File: config.mk
export PLATFORM = sky130hd
export DESIGN_NAME = parallel_to_serial
export DESIGN_NICKNAME = d
export VERILOG_FILES = /design/src/rtl/parallel_to_serial_pkg.sv /design/src/rtl/p2s_word_buffer.sv /design/src/rtl/parallel_to_serial.sv
export SDC_FILE = /design/constraint.sdc
export NUM_CORES = 1
export LEC_CHECK = 0
export ABC_AREA = 0
export CORE_MARGIN = 3
export CORE_UTILIZATION = 51
export CTS_CLUSTER_SIZE = 16
export DETAILED_ROUTE_END_ITERATION = 6
export PLACE_DENSITY = 0.78
export REMOVE_ABC_BUFFERS = 1
export SLEW_MARGIN = 30
export SYNTH_ARGS = -nofsm -noshare
export SYNTH_HDL_FRONTEND = slang
export SYNTH_SLANG_ARGS = --single-unit
File: constraint.sdc
create_clock -name clk_i -period 2.1 [get_ports clk_i]
set_clock_uncertainty 0.1 [all_clocks]
set_input_delay 0.42 -clock clk_i [delete_from_list [all_inputs] [get_ports clk_i]]
set_output_delay 0.42 -clock clk_i [all_outputs]
set_load 0.02 [all_outputs]
File: src/rtl/parallel_to_serial_pkg.sv
// Shared definitions for the parallel_to_serial slice: default geometry,
// the word-index width helper and the index type.
package parallel_to_serial_pkg;

    // A single-word beat still needs a 1-bit index so the buffer mux stays legal.
    function automatic int idxWidth(input int n);
        return (n > 1) ? $clog2(n) : 1;
    endfunction

    localparam int DEFAULT_N     = 8;
    localparam int DEFAULT_WIDTH = 16;
    localparam int IDX_W         = idxWidth(DEFAULT_N);

    typedef logic [IDX_W-1:0] idx_t;

endpackage

File: src/rtl/p2s_word_buffer.sv
// N x Width word store loaded as a whole beat, read one word at a time by index.
module p2s_word_buffer
    import parallel_to_serial_pkg::*;
#(
    parameter int Width = DEFAULT_WIDTH,
    parameter int N     = DEFAULT_N,
    parameter int IdxW  = idxWidth(N)
) (
    input  logic                      clk_i,
    input  logic                      rst_i,
    input  logic                      i_load,
    input  logic [0:N-1][Width-1:0]   i_data,
    input  logic [IdxW-1:0]           i_idx,
    output logic [Width-1:0]          o_word
);

    logic [0:N-1][Width-1:0] r_words;

    always_ff @(posedge clk_i) begin
        if (rst_i) begin
            r_words <= '0;
        end else if (i_load) begin
            r_words <= i_data;
        end
    end

    assign o_word = r_words[i_idx];

endmodule

File: src/rtl/parallel_to_serial.sv
// Splits one N-word parallel beat into N serial words, word 0 first.
// Optional macro PARALLEL_TO_SERIAL_LAST_EN adds a registered m_last_o output.
module parallel_to_serial
    import parallel_to_serial_pkg::*;
#(
    parameter int Width = DEFAULT_WIDTH,
    parameter int N     = DEFAULT_N
) (
    input  logic                      clk_i,
    input  logic                      rst_i,
    input  logic                      s_valid_i,
    output logic                      s_ready_o,
    input  logic [0:N-1][Width-1:0]   s_data_i,
    output logic                      m_valid_o,
    input  logic                      m_ready_i,
    output logic [Width-1:0]          m_data_o
`ifdef PARALLEL_TO_SERIAL_LAST_EN
    ,
    output logic                      m_last_o
`endif
);

    localparam int IdxW = idxWidth(N);

    logic            r_busy;
    logic [IdxW-1:0] r_idx;
    logic            w_atLast;
    logic            w_sReady;
    logic            w_sFire;
    logic            w_mFire;

    // A new beat may overwrite the buffer only as its final word leaves.
    assign w_atLast = (r_idx == IdxW'(N - 1));
    assign w_sReady = !r_busy | (w_atLast & m_ready_i);
    assign w_sFire  = s_valid_i & w_sReady;
    assign w_mFire  = r_busy & m_ready_i;

    always_ff @(posedge clk_i) begin
        if (rst_i) begin
            r_busy <= 1'b0;
            r_idx  <= '0;
        end else if (w_sFire) begin
            r_busy <= 1'b1;
            r_idx  <= '0;
        end else if (w_mFire) begin
            if (w_atLast) begin
                r_busy <= 1'b0;
            end else begin
                r_idx <= r_idx + 1'b1;
            end
        end
    end

`ifdef PARALLEL_TO_SERIAL_LAST_EN
    logic r_last;

    // Tracks busy & (idx == N-1) one step ahead so the flag comes from a flop.
    always_ff @(posedge clk_i) begin
        if (rst_i) begin
            r_last <= 1'b0;
        end else if (w_sFire) begin
            r_last <= (N == 1);
        end else if (w_mFire) begin
            r_last <= w_atLast ? 1'b0 : (r_idx == IdxW'(N - 2));
        end
    end

    assign m_last_o = r_last;
`endif

    p2s_word_buffer #(
        .Width (Width),
        .N     (N),
        .IdxW  (IdxW)
    ) u_buffer (
        .clk_i  (clk_i),
        .rst_i  (rst_i),
        .i_load (w_sFire),
        .i_data (s_data_i),
        .i_idx  (r_idx),
        .o_word (m_data_o)
    );

    assign s_ready_o = w_sReady;
    assign m_valid_o = r_busy;

endmodule

==> results by group <==
Clock tree
  – TritonCTS clock tree: done
  – CTS H-Tree Depth: 4
  – Clock Sinks: 132
  – Hold Buf Count CTS: 0
  – Reg clk slew, reported paths: ~0.050 ns
  – CTS root buf: clkbuf_16
  – Cts bufs inserted: 17
  – Clock latency on the worst-skew pair: 0.42 ns
  – Max Buffers Root-to-Sink: 2

Worst hold path
  – Hold_sp: u_buffer.r_words[47]$_SDFFE_PP0P_
  – Hold depth: 2
  – WHS Endpoint: u_buffer.r_words[47]$_SDFFE_PP0P_
  – Worst min path class: reg -> reg

Detailed routing
  – Routed Antenna Nets: 0
  – WL final: 17100 um
  – Vias: roughly 5200
  – DR pass1 iterations: 4
  – DRC Markers: 0
  – Wire length per cell: 17.3 um
  – DR vias/cell: 5.20
  – DR iter-0 viols: 364

Run status
  – Failing checks: negative setup slack
  – Status: finished with violations

Finish
  – Finished Core Util: 0.766
  – Most common cell after layout, fill and taps aside: nand2b_1
  – Post-Layout Inst Area: 9900 um2
  – Most frequent cells in the layout: 256 x nand2b_1, 131 x clkdlybuf4s50_1, 130 x dfxtp_1
  – Antenna diodes: 0
  – Fin nets: 941
  – Filler Cells Inserted: 853
  – Layout cell share with drive strength beyond 1: 0.197
  – Area grow syn2layout: 42.9%

Worst setup path
  – Launch point of the worst reg-to-reg path: r_idx[0]$_SDFFE_PP0P_
  – Worst R2R Path Depth: 10
  – Reg-to-reg endpoint: u_buffer.r_words[59]$_SDFFE_PP0P_
  – Worst Path Required: 1.58 ns
  – CP Class: reg -> out
  – Internal reg-to-reg setup slack: -0.22 ns
  – CP Capture Type: output pin
  – CP Launch Type: register
  – Worst Path Arrival: 2.01 ns
  – CP Max Fanout: 7

Die
  – Core area: 12900 um2
  – Die width: 123 um
  – Placement Rows: 41
  – Initial Util: 0.536
  – Boundary pin count: 150
  – Die span in y: 123 um
  – Die ar.: 15000 um2

Pwr
  – Gate power share: 0.182
  – Sw power: 1540 uW
  – Clk pwr share: 0.409
  – Peak VDD IR: 534 uV
  – Pwr/cell area: between 600 and 700 nW/um2
  – Total Power: 6750 uW
  – Pleak: between 0.003 and 0.004 uW
  – Power Internal: 5210 uW
  – Switch share: 0.228
  – Flop pwr share: 0.409

GRT
  – Vias in the first global route: 5389
  – Largest net degree at the start of global routing: roughly 130
  – GRT Total Usage: 0.232
  – Grt ovf: 0
  – Global-route wire length before repair: approximately 27000 um
  – Initial antenna violation count: 1

Synthesis
  – Sequential area share after synthesis: 0.381
  – Cell variety after synth: 17
  – Seq cells post-synth: 132
  – Cell area after synthesis: 6930 um2
  – Synth Area per Inst: 11.0 um2
  – Syn. warnings: 0
  – Mapped Cells: 632

Placed design
  – IO buf count: between 100 and 150
  – Setup WS pre-CTS: -0.431 ns
  – Dpl cell area: 8780 um2
  – Post-DP HPWL: 10700 um
  – Placer Congestion: 0.801

STA
  – Final worst path period need: between 2 and 3 ns
  – Slew at the pin closest to its max-slew limit: 0.408 ns
  – Hold Fails Final Rpt: 0
  – Final Setup Violations: 148
  – Hold slack: 0.374 ns
  – RSZ-0062 raised after global routing: yes
  – F_max: ~0.40 GHz
  – Fin. max-slew vios: 0
  – Fin crit share: 1.20
  – Post-route setup slack: -0.427 ns
  – Relative slew margins: 0.728

Run
  – Max-cap violations: 0
==> synthesized netlist by cell type, drive strengths merged <==
master / count / area, um2
nor3: 3 / 15.0
inv: 1 / 3.75
xor2: 1 / 8.76
clkbuf: 34 / 128
mux4: 32 / 811
mux2: 16 / 180
nor2b: 1 / 6.26
mux2i: 130 / 1300
dfxtp: 132 / 2640
nand2b: 256 / 1600
nor2: 2 / 7.51
a21boi: 1 / 7.51
nand3b: 1 / 7.51
ha: 2 / 25.0
buf: 20 / 188
==> how the worst max path moves through the flow <==
stage | start | to | slack, ns | cells past startpoint
detailed placement | r_idx[0]$_SDFFE_PP0P_ | m_data_o[14] | -0.43 | 4
global route | r_idx[0]$_SDFFE_PP0P_ | m_data_o[4] | -0.49 | 5
CTS | r_idx[0]$_SDFFE_PP0P_ | m_data_o[10] | -0.43 | 5
finish | r_idx[0]$_SDFFE_PP0P_ | m_data_o[14] | -0.43 | 5
floorplan | r_idx[0]$_SDFFE_PP0P_ | u_buffer.r_words[0]$_SDFFE_PP0P_ | -8.69 | 5
global placement | r_idx[0]$_SDFFE_PP0P_ | m_data_o[14] | -0.41 | 4
==> layout make-up <==
class | count | area (um2) | share of cell area
clock buffer | 26 | 499 | 0.0504
sequential | 132 | 2650 | 0.267
clock inverter | 4 | 47.5 | 0.00480
multi-input combinational | 445 | 3980 | 0.402
timing repair buffer | 210 | 2510 | 0.254
inverter | 1 | 3.75 | 0.000379
tap | 172 | 215 | 0.0217
==> critical path, stage by stage, from the launching register on <==
cell,delay [ns]
dfxtp_4,0.41
buf_12,0.12
buf_12,0.13
mux4_2,0.50
mux2_4,0.29
buf_6,0.13
==> layer usage <==
layer,share of wire,routed length (um),up-vias,global-route usage
li1,-,-,2476,-
met1,0.44,7490,2480,0.302
met2,0.47,8100,165,0.364
met3,0.068,1170,28,0.0673
met4,0.019,323,2,0.0910
met5,0.00076,13,-,0
==> state kept, by name, indices dropped and copies added (netlist names) <==
| name | cells |
|---|---|
| u_buffer.r_words | 128 |
| r_idx | 3 |
| m_valid_o | 1 |
==> per-stage QoR <==
step,std cells,TNS [ns]
global placement,935,-16.42
global route,990,-41.47
floorplan,578,-1147.80
CTS,987,-29.04
detailed placement,935,-16.50
finish,990,-25.32
==> kinds of logic (layout without fill, tap and decap cells) <==
| logic type | count (synthesis) | after routing | synth area share |
|---|---|---|---|
| xor+xnor | 1 | 1 | 0.00126 |
| compound gates | 1 | 1 | 0.00108 |
| flops | 132 | 132 | 0.381 |
| mux | 178 | 178 | 0.331 |
| buf+inv | 55 | 241 | 0.0460 |
| fa+ha+maj | 2 | 2 | 0.00361 |
| simple gates | 263 | 263 | 0.236 |
==> power groups by stage <==
stage               logic [uW]  clock network, uW  registers, uW
finish                    1230               2760           2760
detailed placement        1020                  0           2800
CTS                       1220               2800           2750
global route              1310               2920           2770
floorplan                  612                  0           2780
global placement           985                  0           2790
==> what timing repair did <==
action	4_1_cts	5_1_grt
setup buffers	10	7
setup endpoints to repair	146	148
cloned	12	0
pin swaps	1	0
resized for setup	163	9
No activity file was read; power rests on OpenSTA's default activity.
